<file path="config.mk">
export PLATFORM = sky130hd
export DESIGN_NAME = uart_port_master_flat
export DESIGN_NICKNAME = d
export VERILOG_FILES = /design/src/rtl/uart_port_master_if.sv /design/src/rtl/uart_port_master.sv /design/src/flat_wrapper.sv
export SDC_FILE = /design/constraint.sdc
export NUM_CORES = 1
export LEC_CHECK = 0
export ABC_AREA = 1
export CORE_MARGIN = 5
export CORE_UTILIZATION = 35
export DETAILED_ROUTE_END_ITERATION = 6
export GPL_TIMING_DRIVEN = 1
export MAX_ROUTING_LAYER = met4
export PLACE_DENSITY = 0.57
export SLEW_MARGIN = 25
export SYNTH_ARGS = -nofsm -noshare
export SYNTH_HDL_FRONTEND = slang
export SYNTH_SLANG_ARGS = --single-unit
</file>
<file path="constraint.sdc">
create_clock -name clk -period 3.1 [get_ports clk]
set_input_delay 0.62 -clock clk [delete_from_list [all_inputs] [get_ports clk]]
set_output_delay 0.62 -clock clk [all_outputs]
set_load 0.005 [all_outputs]
</file>
<file path="src/rtl/uart_port_master_if.sv">
// CPU-side port bus of the UART peripheral.
// Master drives strobes and write data; slave returns read data and interrupt.
interface uart_port_master_if;
  logic [7:0]  read;
  logic [7:0]  write;
  logic [15:0] out_port;
  logic [15:0] in_port;
  logic        interrupt;
  logic        interrupt_ack;

  modport master (
    output read,
    output write,
    output out_port,
    output interrupt_ack,
    input  in_port,
    input  interrupt
  );

  modport slave (
    input  read,
    input  write,
    input  out_port,
    input  interrupt_ack,
    output in_port,
    output interrupt
  );
endinterface

</file>
<file path="src/rtl/uart_port_master.sv">
// Hardware initiator for the UART port bus: TX FIFO in, RX bytes out,
// interrupt service, lost-interrupt polling and deferred config writes.
module uart_port_master #(
  parameter logic [7:0] CFG_DEFAULT = 8'hB8,
  parameter int         POLL_CYCLES = 1024
) (
  input  logic       clk,
  input  logic       reset,
  input  logic [7:0] cfg_in,
  input  logic       cfg_load,
  input  logic [7:0] tx_data,
  input  logic       tx_valid,
  output logic       tx_ready,
  output logic [7:0] rx_data,
  output logic       rx_valid,
  output logic [2:0] rx_err,
  uart_port_master_if.master port
);

  localparam int PW =
    (POLL_CYCLES > 1) ? $clog2(POLL_CYCLES) : 1;
  localparam logic [PW-1:0] POLL_LAST =
    PW'(POLL_CYCLES - 1);

  typedef enum logic [2:0] {
    S_IDLE,
    S_CFG,
    S_ACK,
    S_STAT,
    S_RXR,
    S_TXW
  } state_t;

  state_t        state;
  state_t        nxt;
  logic [7:0]    cfg_reg;
  logic          cfg_pending;
  logic          tx_idle;
  logic [2:0]    st_err;
  logic [PW-1:0] poll_cnt;

  logic [7:0] fifo_q [4];
  logic [1:0] wr_ptr;
  logic [1:0] rd_ptr;
  logic [2:0] count;
  logic       push;
  logic       pop;
  logic       busy;
  logic       unused_in;

  assign tx_ready  = (count != 3'd4);
  assign push      = tx_valid & tx_ready;
  assign pop       = (state == S_IDLE) && (nxt == S_TXW);
  assign busy      = (count != 3'd0) && !tx_idle;
  assign unused_in = &{1'b0, port.in_port[15:8],
                       port.in_port[7:5]};

  always_comb begin
    nxt = S_IDLE;
    unique case (state)
      S_IDLE: begin
        if (cfg_pending && tx_idle)
          nxt = S_CFG;
        else if (port.interrupt)
          nxt = S_ACK;
        else if ((count != 3'd0) && tx_idle)
          nxt = S_TXW;
        else if (busy && (poll_cnt == POLL_LAST))
          nxt = S_STAT;
        else
          nxt = S_IDLE;
      end
      S_ACK:   nxt = S_STAT;
      S_STAT:  nxt = port.in_port[0] ? S_RXR : S_IDLE;
      default: nxt = S_IDLE;
    endcase
  end

  always_ff @(posedge clk) begin
    if (push)
      fifo_q[wr_ptr] <= tx_data;
  end

  always_ff @(posedge clk or negedge reset) begin
    if (!reset) begin
      wr_ptr <= '0;
      rd_ptr <= '0;
      count  <= '0;
    end else begin
      if (push)
        wr_ptr <= wr_ptr + 2'd1;
      if (pop)
        rd_ptr <= rd_ptr + 2'd1;
      unique case ({push, pop})
        2'b10:   count <= count + 3'd1;
        2'b01:   count <= count - 3'd1;
        default: count <= count;
      endcase
    end
  end

  // Strobes are loaded on entry so each is high during its own state.
  always_ff @(posedge clk or negedge reset) begin
    if (!reset) begin
      state              <= S_IDLE;
      port.read          <= '0;
      port.write         <= '0;
      port.out_port      <= '0;
      port.interrupt_ack <= 1'b0;
      rx_data            <= '0;
      rx_err             <= '0;
      rx_valid           <= 1'b0;
      st_err             <= '0;
      tx_idle            <= 1'b1;
      cfg_pending        <= 1'b1;
      cfg_reg            <= CFG_DEFAULT;
      poll_cnt           <= '0;
    end else begin
      state              <= nxt;
      port.read          <= '0;
      port.write         <= '0;
      port.out_port      <= '0;
      port.interrupt_ack <= 1'b0;
      rx_valid           <= 1'b0;

      if (state == S_IDLE && nxt == S_IDLE && busy)
        poll_cnt <= (poll_cnt == POLL_LAST) ?
                    poll_cnt : poll_cnt + 1'b1;
      else
        poll_cnt <= '0;

      if (state == S_STAT) begin
        st_err  <= port.in_port[4:2];
        tx_idle <= port.in_port[1];
      end

      if (state == S_RXR) begin
        rx_data  <= port.in_port[7:0];
        rx_err   <= st_err;
        rx_valid <= 1'b1;
      end

      unique case (nxt)
        S_CFG: begin
          port.write    <= 8'h40;
          port.out_port <= {8'h00, cfg_reg};
          cfg_pending   <= 1'b0;
        end
        S_ACK:  port.interrupt_ack <= 1'b1;
        S_STAT: port.read <= 8'h02;
        S_RXR:  port.read <= 8'h01;
        S_TXW: begin
          port.write    <= 8'h01;
          port.out_port <= {8'h00, fifo_q[rd_ptr]};
          tx_idle       <= 1'b0;
        end
        default: ;
      endcase

      // A load in the same cycle as a config write re-arms it.
      if (cfg_load) begin
        cfg_reg     <= cfg_in;
        cfg_pending <= 1'b1;
      end
    end
  end

endmodule

</file>
<file path="src/flat_wrapper.sv">
// flat-port wrapper written by rule: the top's interface ports become plain ports
module uart_port_master_flat 
#(
  parameter logic [7:0] CFG_DEFAULT = 8'hB8,
  parameter int         POLL_CYCLES = 1024
)
  (clk, reset, cfg_in, cfg_load, tx_data, tx_valid, tx_ready, rx_data, rx_valid, rx_err, port_read, port_write, port_out_port, port_interrupt_ack, port_in_port, port_interrupt);
  uart_port_master_if port_i ();
  input  logic clk;
  input  logic reset;
  input  logic [7:0] cfg_in;
  input  logic cfg_load;
  input  logic [7:0] tx_data;
  input  logic tx_valid;
  output logic tx_ready;
  output logic [7:0] rx_data;
  output logic rx_valid;
  output logic [2:0] rx_err;
  output wire logic [$bits(port_i.read)-1:0] port_read;
  output wire logic [$bits(port_i.write)-1:0] port_write;
  output wire logic [$bits(port_i.out_port)-1:0] port_out_port;
  output wire logic [$bits(port_i.interrupt_ack)-1:0] port_interrupt_ack;
  input wire logic [$bits(port_i.in_port)-1:0] port_in_port;
  input wire logic [$bits(port_i.interrupt)-1:0] port_interrupt;
  assign port_read = port_i.read;
  assign port_write = port_i.write;
  assign port_out_port = port_i.out_port;
  assign port_interrupt_ack = port_i.interrupt_ack;
  assign port_i.in_port = port_in_port;
  assign port_i.interrupt = port_interrupt;
  uart_port_master #(.CFG_DEFAULT(CFG_DEFAULT), .POLL_CYCLES(POLL_CYCLES)) u_core (.clk(clk), .reset(reset), .cfg_in(cfg_in), .cfg_load(cfg_load), .tx_data(tx_data), .tx_valid(tx_valid), .tx_ready(tx_ready), .rx_data(rx_data), .rx_valid(rx_valid), .rx_err(rx_err), .port(port_i));
endmodule
</file>
==> flow_metrics.py <==
metrics = {
    "status": {
        "status": "finished clean",
    },
    "critical_path": {
        "crit_path_start": "port_interrupt",
        "critPathArrivalTime_ns": 2.51,
        "rr_worst_depth": 11,
        "critical_path.max_fanout": 4,
        "end_kind": "flip-flop",
        "r2r-start": "u_core.state[0]",
        "crit_required_ns": 3.31,
        "critPathLaunchType": "input pin",
        "worst-setup-path-type": "in -> reg",
        "r2r_slack_ns": 0.87,
        "r2r-end": "u_core.count[2]",
    },
    "global_routing": {
        "grt_start_max_net_pins": 27,
        "grt_overflow": 0,
        "antenna_found_initial": 0,
        "grt_first_pass_wirelength_microns": 13100,
        "track_usage_pct": 13.0,
        "grt_pass1_vias": 2658,
    },
    "logic_synthesis": {
        "syn_area_sq_um": 3970,
        "synth-async-reset-ratio_pct": 64.4,
        "synth_top_family_by_area": "simple AND/OR/NAND/NOR gates",
        "yosysMostFrequentCell": "nand2_1",
        "synth_area_leaders": "dfrtp_1 33%, edfxtp_1 24%, nand2_1 8.7%",
        "synth-compound-area-share_pct": 4.86,
        "synth_area_per_cell_sq_um": 10.3,
        "synthXorXnorAreaFrac_pct": 2.21,
        "ys_ff_latch": 90,
        "yosys_warnings": 0,
        "ys.flop_type": "dfrtp_1",
        "seq_area_frac_synth_pct": 61.0,
        "synth-edff-count": 32,
        "synth_fa_ha_area_share_pct": 2.40,
        "syn_inst": 385,
        "synth_area_leader_cell": "dfrtp_1",
        "synth.mux.area_fraction_pct": 0,
        "synthTopCellsByCount": "92 x nand2_1, 52 x dfrtp_1, 36 x inv_1, 32 x edfxtp_1, 27 x nand3_1",
        "synthSimpleGateAreaFrac_pct": 20.4,
        "synth_cell_types": 31,
        "netlist.area_leader.share_pct": 32.8,
    },
    "die": {
        "coreArea_sq_um": 11000,
        "dieArea_sq_um": 13600,
        "ios": 83,
        "start_util_pct": 36.1,
        "die_w_microns": 116,
        "placementRows": 38,
        "dieHeight_microns": 116,
    },
    "timing": {
        "slew_violations": 0,
        "hold_violations": 0,
        "fin_crit_ns": 2.30,
        "tns_ns": 0,
        "rsz0062_at_grt": "no",
        "fin_skew_ns": 0.00572,
        "finalWorstSetupSlack_ns": 0.796,
        "setup_violations": 0,
        "fin_crit_sh_pct": 74.3,
        "fmax_mhz": 434,
    },
    "cells_and_area": {
        "final_core_util_pct": 44.7,
        "drive_gt1_share_pct": 16.2,
        "final_nets": 495,
        "num_antenna_cells": 0,
        "regMostFlops": "u_core.fifo_q",
        "area_delta_synth_final_pct": 23.8,
        "reg_top3": "u_core.fifo_q: 32 flops, u_core.poll_cnt: 10 flops",
        "largest_reg_flops": 32,
        "fillers": 1051,
        "fin_area_sq_um": 4910,
    },
    "place": {
        "place_area_sq_um": 4640,
        "dpl.hpwl_microns": 5700,
        "io_buffers": 54,
        "pre_cts_ws_ns": 0.423,
        "place_congestion": 0.797,
    },
    "clock_network": {
        "cts_inserted_buffers": 9,
        "clock-sinks": 90,
        "cts.hold.buffers_added": 0,
        "clockBufferDepth": 2,
        "tritoncts": "yes",
        "root_buffer": "clkbuf_16",
        "insertion_delay_ns": 0.33,
        "post-cts-setup-buffer-count": 0,
        "clkTransAtPathRegs_ns": 0.06,
        "htree_num_levels": 3,
        "cts_resized": 0,
    },
    "routing": {
        "firstDrtPassIters": 6,
        "drt_wl_total_microns": 7850,
        "drt-initial-drc-count": 106,
        "final_antenna_net_count": 0,
        "route.vias.total": 2622,
        "drc": 0,
        "wl_per_cell_microns": 13.2,
        "vias_per_cell": 4.40,
    },
    "pwr": {
        "ir_worst_vdd_uv": 309,
        "seq_power_share_pct": 42.1,
        "power_switching_mw": 1.39,
        "p_clk_share_pct": 24.8,
        "p_leak_nw": 2.22,
        "netSwitchingFraction_pct": 34.1,
        "combPwrFrac_pct": 33.2,
        "p_per_area_nw_per_um2": 829,
        "intPower_mw": 2.69,
    },
    "hold_path": {
        "hold_class": "in -> async",
    },
    "run": {
        "maxCapViolCount": 0,
    },
}
[routing by layer]
| layer | GRT usage, % | vias to the layer above | routed length, microns |
|---|---|---|---|
| met5 | - | - | 0 |
| met4 | 5.72 | 0 | 173 |
| met3 | 2.69 | 15 | 344 |
| met2 | 20.3 | 64 | 3750 |
| met1 | 16.4 | 1214 | 3580 |
| li1 | - | 1329 | - |
[area by class of cell]
type,instances,area [sq um],area share [%]
clock inverters,7,51.3,1.04
clock buffers,9,225,4.58
inverters,47,178,3.62
multi-input cells,240,1260,25.6
flip-flops and latches,90,2420,49.3
repair buffers,63,603,12.3
well taps,140,175,3.57
[power by group through the flow]
stage / clock (mW) / combinational, mW / sequential (mW)
6_report: 1.01 / 1.35 / 1.71
5_1_grt: 1.09 / 1.54 / 1.76
4_1_cts: 1.04 / 1.39 / 1.72
3_5_place_dp: 0 / 1.39 / 1.74
3_3_place_gp: 0 / 1.35 / 1.73
2_1_floorplan: 0 / 0.828 / 1.73
[how the worst max path moves through the flow]
stage                       to  slack (ns)  depth (start not counted)
6_report       u_core.count[2]        0.80                         12
3_5_place_dp   u_core.count[2]        0.42                         12
3_3_place_gp   u_core.count[2]        0.45                         12
4_1_cts        u_core.count[2]        0.77                         12
2_1_floorplan  u_core.count[2]        0.85                         12
5_1_grt        u_core.count[2]        0.63                         11
[worst max-delay path, cell delays in order]
cell,delay [ns]
clkdlybuf4s50_1,0.43
inv_2,0.10
nand3_2,0.08
inv_2,0.08
nand2_2,0.09
inv_2,0.08
ha_1,0.13
inv_1,0.07
fa_1,0.43
a21oi_1,0.14
o21ai_0,0.10
xor2_1,0.15
[logic make-up after synthesis]
| group | after synthesis |
|---|---|
| adder cells (fa/ha/maj) | 7 |
| AND/OR/NAND/NOR | 166 |
| flip-flops | 90 |
| other | 1 |
| AO/OA/AOI/OAI | 37 |
| buffers and inverters | 74 |
| XOR/XNOR | 10 |
[cell usage in the layout, fill, tap and decap left out, types with 9 or more instances in the layout]
master and instances:
dfrtp_1 52, clkdlybuf4s50_1 53, nor2_2 15, nand2_1 92
nand3_1 27, conb_1 20, a21oi_1 12, edfxtp_1 32
o21ai_0 22, nor2_1 13, clkbuf_16 9, inv_1 36
inv_2 9, buf_4 9
[stage by stage]
step	power, mW	hold slack [ns]	instances
after CTS	4.15	0.179	596
final	4.07	0.177	596
after floorplan	2.56	0.324	404
after detailed placement	3.12	0.455	580
after global placement	3.07	0.453	580
after global routing	4.39	0.200	596
Note: power is estimated with default switching activity, not from simulation.
